==> src/rtl/quad_gate_test_pkg.sv <==
// Shared definitions for the quad 2-input gate tester: function codes, FSM states
// and the per-gate reference function.
package quad_gate_test_pkg;

    localparam logic [1:0] FN_AND  = 2'b00;
    localparam logic [1:0] FN_NAND = 2'b01;
    localparam logic [1:0] FN_OR   = 2'b10;
    localparam logic [1:0] FN_XOR  = 2'b11;

    localparam int NVEC = 256;

    typedef enum logic [1:0] {
        ST_IDLE,
        ST_WAIT,
        ST_CHECK,
        ST_FIN
    } state_t;

    function automatic logic gate_fn(input logic [1:0] func, input logic a, input logic b);
        logic r;
        case (func)
            FN_AND:  r = a & b;
            FN_NAND: r = ~(a & b);
            FN_OR:   r = a | b;
            default: r = a ^ b;
        endcase
        return r;
    endfunction

endpackage

==> src/rtl/mod_gate_ref.sv <==
// Combinational expected-output model of a quad 2-input gate package; gate n is
// fed by bit n of A and B.
module mod_gate_ref
    import quad_gate_test_pkg::*;
(
    input  logic [1:0] i_func,
    input  logic [0:3] i_a,
    input  logic [0:3] i_b,
    output logic [0:3] o_e
);

    for (genvar gi = 0; gi < 4; gi++) begin : g_gate
        assign o_e[gi] = gate_fn(i_func, i_a[gi], i_b[gi]);
    end

endmodule

==> src/rtl/mod_quad_gate_tester.sv <==
// In-circuit quad 2-input gate checker: sweeps all 256 A/B vectors, samples Y after
// a settle interval and gathers mismatch statistics. Optional QGT_Y_SYNC_EN adds a
// 2-flop synchronizer on Y and stretches each wait by two cycles.
module mod_quad_gate_tester
    import quad_gate_test_pkg::*;
#(
    parameter int unsigned SETTLE = 4
)
(
    input  logic       i_clk,
    input  logic       i_clr_n,
    input  logic       i_start,
    input  logic [1:0] i_func,
    output logic [0:3] o_a,
    output logic [0:3] o_b,
    input  logic [0:3] i_y,
    output logic       o_busy,
    output logic       o_done,
    output logic       o_pass,
    output logic [7:0] o_err_cnt,
    output logic [7:0] o_first_fail,
    output logic [0:3] o_fail_bits
);

    logic [0:3] w_y;

`ifdef QGT_Y_SYNC_EN
    localparam logic [8:0] WAIT_LEN = 9'(SETTLE + 2);

    logic [0:3] r_y_meta;
    logic [0:3] r_y_sync;

    always_ff @(posedge i_clk or negedge i_clr_n) begin
        if (!i_clr_n) begin
            r_y_meta <= '0;
            r_y_sync <= '0;
        end else begin
            r_y_meta <= i_y;
            r_y_sync <= r_y_meta;
        end
    end

    assign w_y = r_y_sync;
`else
    localparam logic [8:0] WAIT_LEN = 9'(SETTLE);

    assign w_y = i_y;
`endif

    state_t     r_state;
    logic [1:0] r_func;
    logic [7:0] r_vec;
    logic [8:0] r_cnt;
    logic       r_busy;
    logic       r_done;
    logic       r_pass;
    logic [7:0] r_err_cnt;
    logic [7:0] r_first_fail;
    logic [0:3] r_fail_bits;

    logic [0:3] w_e;
    logic [0:3] w_m;
    logic       w_mismatch;
    logic [7:0] w_err_next;

    assign o_a = r_vec[7:4];
    assign o_b = r_vec[3:0];

    mod_gate_ref u_ref (
        .i_func (r_func),
        .i_a    (o_a),
        .i_b    (o_b),
        .o_e    (w_e)
    );

    assign w_m        = w_e ^ w_y;
    assign w_mismatch = (w_m != 4'b0000);
    assign w_err_next = (w_mismatch && r_err_cnt != 8'hFF) ? r_err_cnt + 8'd1 : r_err_cnt;

    always_ff @(posedge i_clk or negedge i_clr_n) begin
        if (!i_clr_n) begin
            r_state      <= ST_IDLE;
            r_func       <= FN_AND;
            r_vec        <= '0;
            r_cnt        <= '0;
            r_busy       <= 1'b0;
            r_done       <= 1'b0;
            r_pass       <= 1'b0;
            r_err_cnt    <= '0;
            r_first_fail <= '0;
            r_fail_bits  <= '0;
        end else begin
            case (r_state)
                ST_IDLE, ST_FIN: begin
                    if (i_start) begin
                        r_state      <= ST_WAIT;
                        r_func       <= i_func;
                        r_vec        <= '0;
                        r_cnt        <= WAIT_LEN;
                        r_busy       <= 1'b1;
                        r_done       <= 1'b0;
                        r_pass       <= 1'b0;
                        r_err_cnt    <= '0;
                        r_first_fail <= '0;
                        r_fail_bits  <= '0;
                    end
                end
                ST_WAIT: begin
                    if (r_cnt <= 9'd1) begin
                        r_state <= ST_CHECK;
                    end else begin
                        r_cnt <= r_cnt - 9'd1;
                    end
                end
                ST_CHECK: begin
                    // The count only leaves zero on the first mismatch, so it doubles as the first-fail flag.
                    if (w_mismatch) begin
                        r_err_cnt   <= w_err_next;
                        r_fail_bits <= r_fail_bits | w_m;
                        if (r_err_cnt == 8'd0) begin
                            r_first_fail <= r_vec;
                        end
                    end
                    if (r_vec == 8'(NVEC - 1)) begin
                        r_state <= ST_FIN;
                        r_busy  <= 1'b0;
                        r_done  <= 1'b1;
                        r_pass  <= (w_err_next == 8'd0);
                    end else begin
                        r_state <= ST_WAIT;
                        r_vec   <= r_vec + 8'd1;
                        r_cnt   <= WAIT_LEN;
                    end
                end
                default: r_state <= ST_IDLE;
            endcase
        end
    end

    assign o_busy       = r_busy;
    assign o_done       = r_done;
    assign o_pass       = r_pass;
    assign o_err_cnt    = r_err_cnt;
    assign o_first_fail = r_first_fail;
    assign o_fail_bits  = r_fail_bits;

endmodule

==> config.mk <==
export PLATFORM = sky130hd
export DESIGN_NAME = mod_quad_gate_tester
export DESIGN_NICKNAME = d
export VERILOG_FILES = /design/src/rtl/quad_gate_test_pkg.sv /design/src/rtl/mod_gate_ref.sv /design/src/rtl/mod_quad_gate_tester.sv
export SDC_FILE = /design/constraint.sdc
export NUM_CORES = 1
export LEC_CHECK = 0
export ABC_CLOCK_PERIOD_IN_PS = 3300
export BUFFER_PORTS_ARGS = -buffer_cell sky130_fd_sc_hd__buf_2
export CAP_MARGIN = 20
export CORE_MARGIN = 1.5
export CORE_UTILIZATION = 44
export CTS_BUF_LIST = sky130_fd_sc_hd__clkbuf_4 sky130_fd_sc_hd__clkbuf_8
export DETAILED_ROUTE_END_ITERATION = 12
export PLACE_DENSITY = 0.62
export SETUP_SLACK_MARGIN = 0.2
export SYNTH_ARGS = -nofsm -noshare
export SYNTH_HDL_FRONTEND = slang
export SYNTH_HIERARCHICAL = 1
export SYNTH_SLANG_ARGS = --single-unit
==> constraint.sdc <==
create_clock -name i_clk -period 3.3 [get_ports i_clk]
set_input_delay 0.33 -clock i_clk [delete_from_list [all_inputs] [get_ports i_clk]]
set_output_delay 0.33 -clock i_clk [all_outputs]
set_load 0.05 [all_outputs]
---- Word-level counts from Yosys, hierarchy flattened ----
Index checks and enable logic that the tools add are counted.
word-level totals
  output and inout port bits .............. 31
  bits of input ports ..................... 9
  register bits ........................... 44
operators by class
  $lt $le $gt $ge ......................... 1
  bitwise gates (word level) .............. 18
  reductions and logical operators ........ 15
  multiplexer cells ....................... 32
  eq/ne operators ......................... 14
  add/sub/neg operators ................... 3
operators with widths
  cell                                                            count
  2-to-1 mux 8 bit                                                6
  one-hot mux 8 bit (2 select lines)                              3
  2-to-1 mux 9 bit                                                3
  one-hot mux 9 bit (3 select lines)                              1
  adder 8 x 1 -> 8 bit, second input constant                     2
  logical NOT 8 bit                                               2
  inequality test 2 bit, second input constant                    7
  one-hot mux 1 bit (3 select lines)                              4
  AND reduction 3 bit                                             4
  less-or-equal comparator 9 x 1 -> 1 bit, second input constant  1
  subtractor 9 x 1 -> 9 bit, second input constant                1
  == test 8 bit, second input constant                            1
  2-to-1 mux 4 bit                                                2
  inequality test 8 bit, second input constant                    1
  one-hot mux 4 bit (2 select lines)                              1
  == test 2 bit, second input constant                            3
  2-to-1 mux 2 bit                                                3
  one-hot mux 1 bit (2 select lines)                              3
  one-hot mux 2 bit (3 select lines)                              1
  2-to-1 mux 1 bit                                                5
  AND 1 bit                                                       4
  == test 2 x 1 -> 1 bit, second input constant                   2
  logical NOT 2 bit                                               2
  inverter 1 bit                                                  4
  10 further kinds                                                17

---- Longest topological paths before layout ----
  depth after elaboration ................. 10
  gate-level depth with buffers ........... 10
  mapped depth without buffers ............ 10

---- Hierarchy ----
Netlist, hierarchy kept.
by module, submodules not included
  module                area an instance (um2)  instances  cells each  seq. area each (um2)
  mod_quad_gate_tester  2,521.2                 1          265         1,101.1
  mod_gate_ref          287.8                   1          38          0.0

---- Worst setup path before layout ----
No wires, ideal clock.
  path kind ............................... register to register
  start point ............................. register r_vec[5]
  end point ............................... register r_err_cnt[7] (netlist: o_err_cnt[7])
  setup time .............................. 0.124 ns
  arrival ................................. 2.577 ns
  clock period less this slack ............ 2.701 ns
  cell stages (with the launch flop) ...... 10
  data required time ...................... 3.176 ns
  setup slack ............................. 0.599 ns
  path through ............................ dfrtp_1 > inv_1 > ha_1 > a21oi_1 > a21oi_1 > xor2_1 > nor4_4 > a21o_1 > nor4bb_1 > a211o_1
between the ends
  longest elaborated chain between the ends .. 9
  elaborated cells between the ends (all ways) .. 13
  classes of those cells .................. eq/ne: 1; mux: 4; bitwise: 5; reduce/logical: 3
ends and longest elaborated chain
  element                                 line                                                RTL
  start: declaration                      mod_quad_gate_tester.sv:52                          logic [7:0] r_vec;
  start signal: assignment                mod_quad_gate_tester.sv:131                         r_vec <= r_vec + 8'd1;
  AND 1 bit                               quad_gate_test_pkg.sv:22, quad_gate_test_pkg.sv:23
  inverter 1 bit                          quad_gate_test_pkg.sv:23                            FN_NAND: r = ~(a & b);
  one-hot mux 1 bit (3 select lines) (*)  quad_gate_test_pkg.sv:21                            case (func)
  named net w_e (one bit)                 mod_quad_gate_tester.sv:61                          logic [0:3] w_e;
  bitwise XOR 4 bit (*)                   mod_quad_gate_tester.sv:76                          assign w_m = w_e ^ w_y;
  nonzero test 4 bit (*)                  mod_quad_gate_tester.sv:77                          assign w_mismatch = (w_m != 4'b0000);
  logical AND 1 bit                       mod_quad_gate_tester.sv:78                          assign w_err_next = (w_mismatch && r_err_cnt != 8'hFF) ? r_err_cnt + 8'd1 : r_err_cnt;
  2-to-1 mux 8 bit                        mod_quad_gate_tester.sv:78
  2-to-1 mux 8 bit                        mod_quad_gate_tester.sv:117                         if (w_mismatch) begin
  one-hot mux 8 bit (2 select lines)      mod_quad_gate_tester.sv:93                          case (r_state)
  end signal: assignment                  mod_quad_gate_tester.sv:118                         r_err_cnt <= w_err_next;
  end: declaration                        mod_quad_gate_tester.sv:57                          logic [7:0] r_err_cnt;
Mark *: on every way through the listed nets, which the timed path passes. The rest lies on a longest branch. The select of a mux whose other input is x is not followed.
A chain may end at the register's enable or synchronous reset.

---- Final worst setup path ----
  start point ............................. register r_vec[5]
  end point ............................... register r_err_cnt[2] (netlist: o_err_cnt[2])
The elaborated chain is that of the path after synthesis.

==> results.cfg <==
[route]
dr.pass1.iters = 4
postRouteAntennaNets = 0
via_per_inst = 5.54
drc = 0
via_count = 2339
wl_per_cell_um = 15.3
drt_iter0_drc = 98
wirelength_um = 6460

[yosys]
synth_xor_area_share_pct = 4.90
synth.distinct_cells = 55
muxShareOfSynthArea_pct = 4.01
synth_top_flop_cell = dfrtp_1
synth_compound_area_share_pct = 19.5
synth_top_family_by_area = simple AND/OR/NAND/NOR gates
ys_seq_area_share_pct = 39.2
syn_avg_cell_area_um2 = 9.27
yosys_warnings = 6
synth-seq-cells = 44
synth_edf_count = 0
synth.cell_area_um2 = 2810
synthArstFlopShare_pct = 100
synthAdderAreaFrac_pct = 7.13
yosys.area_share.simple_pct = 19.9
synth_nets = 328
syn_inst = 303

[critical_path]
worstSetupEndpoint = o_err_cnt[2]$_DFFE_PN0P_
crit_fanout = 10
path_cells = inv_1, ha_1, a21oi_1, a21oi_1, xor2_1, nor4_4, a21oi_1, a31oi_1, a21oi_1
crit_slowest_cell = nor4_4
cp.required_ps = 3440
rr_worst_depth = 9
rr_endpoint = o_err_cnt[2]$_DFFE_PN0P_
crit_top_cell = a21oi_1
timing.rr.start = r_vec[5]$_DFFE_PN0P_
startpoint = r_vec[5]$_DFFE_PN0P_
critPathLaunchType = flop
r2r_slack_ps = 400
critPathKind = reg -> reg
cp_slowest_stage_delay_ps = 610
cp-end-kind = flop
arrival_ps = 3040

[clocking]
cts_buffer_depth = 2
cts_buffers = 5
clk_pin_slew_ps = 90
cts.sinks = 44
insertion_delay_ps = 300
cts_tree = yes
cts-root-buf = clkbuf_8
cts-htree-levels = 2

[placed_design]
dp_hpwl_um = 4510
port_buffers = 39
gp_congestion = 0.860
place_area_um2 = 3080
placed_cells_incl_taps = 412

[die]
fp-row-count = 28
initial_core_util_pct = 46.6
die_x_um = 82.9
core_area_um2 = 6030
fp.dieH_um = 82.9
io_pins = 40
die-area_um2 = 6870

[global_route]
grt_pass1_vias = 2265
grt_pass1_wl_um = 11000
antenna_found_initial = 0
grt_use_total_pct = 19.1
grt_start_max_net_pins = 45
overflow = 0

[worst_hold_path]
hold_class = in -> reg
holdCritStartpoint = i_func[0]

[power]
p_per_area_nw_per_um2 = 390
ir_worst_vdd_uv = 235
p_total_mw = 1.25
p_leak_nw = 1.53

[finish]
drive_gt1_share_pct = 21.9
postLayoutCellArea_um2 = 3210
final_cells = 422
fin_nets = 371
syn_to_final_growth_pct = 14.2
num_antenna_cells = 0

[sta]
drv_slew = 0
setup_tns_ps = 0
timing.final.crit_period_ps = 2900
fin_skew_ps = 8.69
max_slew.worst_pin.slew_ps = 809
rsz0062_at_grt = false
fmax_mhz = 345
setup_viol = 0
slew_headroom_pct = 46.0
hold_viol = 0
period_share_pct = 87.8

[flow_run]
maxCapViolCount = 0

[run_status]
outcome = finished clean
==> cells in the mapped netlist (5+ instances only) <==
cell      count  area share (%)
a21o_1        5             1.3
a21oi_1      18             3.2
a22o_1        7             2.2
clkbuf_1      6            0.80
dfrtp_1      44              39
ha_1         16             7.1
inv_1        23             3.1
mux2i_1       9             3.2
nand2_1      33             4.4
nand2b_1      5             1.1
nand3_1       8             1.4
nor2_1       28             3.7
o21ai_0      10             1.8
or2_2         5             1.1
xnor2_1       6             1.9
xor2_1        6             1.9
==> placed cells by master, fill, tap and decap left out, drive strengths merged, types with 4 or more instances in the layout <==
cell and count:
inv 23, xor2 8, ha 16, o21ai 11, a21o 5, a2111oi 6
clkbuf 6, buf 46, dfrtp 44, nand2 34, o41ai 4, nand3 8
a31oi 4, nor3 5, a21oi 22, o31ai 4, nor2 28, mux2i 9
or2 5, a22o 7, xnor2 6, nand2b 5
==> worst min-delay path by stage <==
stage / endpoint / slack (ps) / cells after the start
after floorplan: o_busy$_DFFE_PN0P_ / 30 / 0
after global placement: o_busy$_DFFE_PN0P_ / 460 / 1
after detailed placement: o_busy$_DFFE_PN0P_ / 470 / 1
after CTS: o_first_fail[2]$_DFFE_PN0P_ / 240 / 1
after global routing: r_func[0]$_DFFE_PN0P_ / 270 / 2
final: r_func[0]$_DFFE_PN0P_ / 280 / 2
==> flip-flops by register name, indices dropped and copies added, names as in the netlist <==
register and cells:
o_err_cnt 8, r_vec 8, o_first_fail 8, o_pass 1, r_state 2, o_busy 1, r_func 2, o_fail_bits 4
o_done 1, r_cnt 9
==> through the flow <==
| stage | setup slack [ps] | util, % | hold slack [ps] |
|---|---|---|---|
| floorplan | 599 | - | 34.4 |
| CTS | 358 | 52.6 | 240 |
| global placement | 439 | 51.1 | 464 |
| global route | 208 | 53.2 | 269 |
| detailed placement | 414 | 51.1 | 467 |
| finish | 401 | 53.2 | 280 |
==> critical path: cells and delay by family (launching register included) <==
family	cells	cell delay [ps]
buffers and inverters	1	100
and+or+nand+nor	1	610
AOI/OAI and AO/OA	5	960
DFF	1	530
adders and majority gates	1	310
xor gates and xnor gates	1	220
==> layer usage <==
layer	vias to the layer above	part of all wire (%)	GRT usage (%)
met3	8	4.0	2.58
met4	0	1.1	5.00
met1	1105	50	28.1
li1	1158	-	-
met2	68	45	29.7
met5	-	0	0
==> timing repair <==
action	in CTS	in global routing
setup buffers	0	0
hold endpoints to repair	0	8
endpoints found under the setup margin	0	1
hold buffers	0	1
resized for setup	0	1
==> where the power goes <==
part / switching, mW / internal, mW / total [mW]
clock network: 0.191 / 0.167 / 0.359
registers: 0.0613 / 0.564 / 0.625
logic: 0.188 / 0.0791 / 0.267
==> final cells by class <==
class	instances	area [um^2]
Clock buffer	6	82.6
Clock inverter	2	10.0
Fill cell	576	2820
Inverter	23	86.3
Multi-Input combinational cell	225	1560
Sequential cell	44	1100
Tap cell	75	93.8
Timing Repair Buffer	47	270
==> cells by family after synthesis <==
family / after synthesis
XOR/XNOR: 14
flip-flops: 44
buffers and inverters: 34
adder cells (fa/ha/maj): 16
AND/OR/NAND/NOR: 109
AO/OA/AOI/OAI: 75
multiplexers: 11
Note: power is estimated with default switching activity, not from simulation.
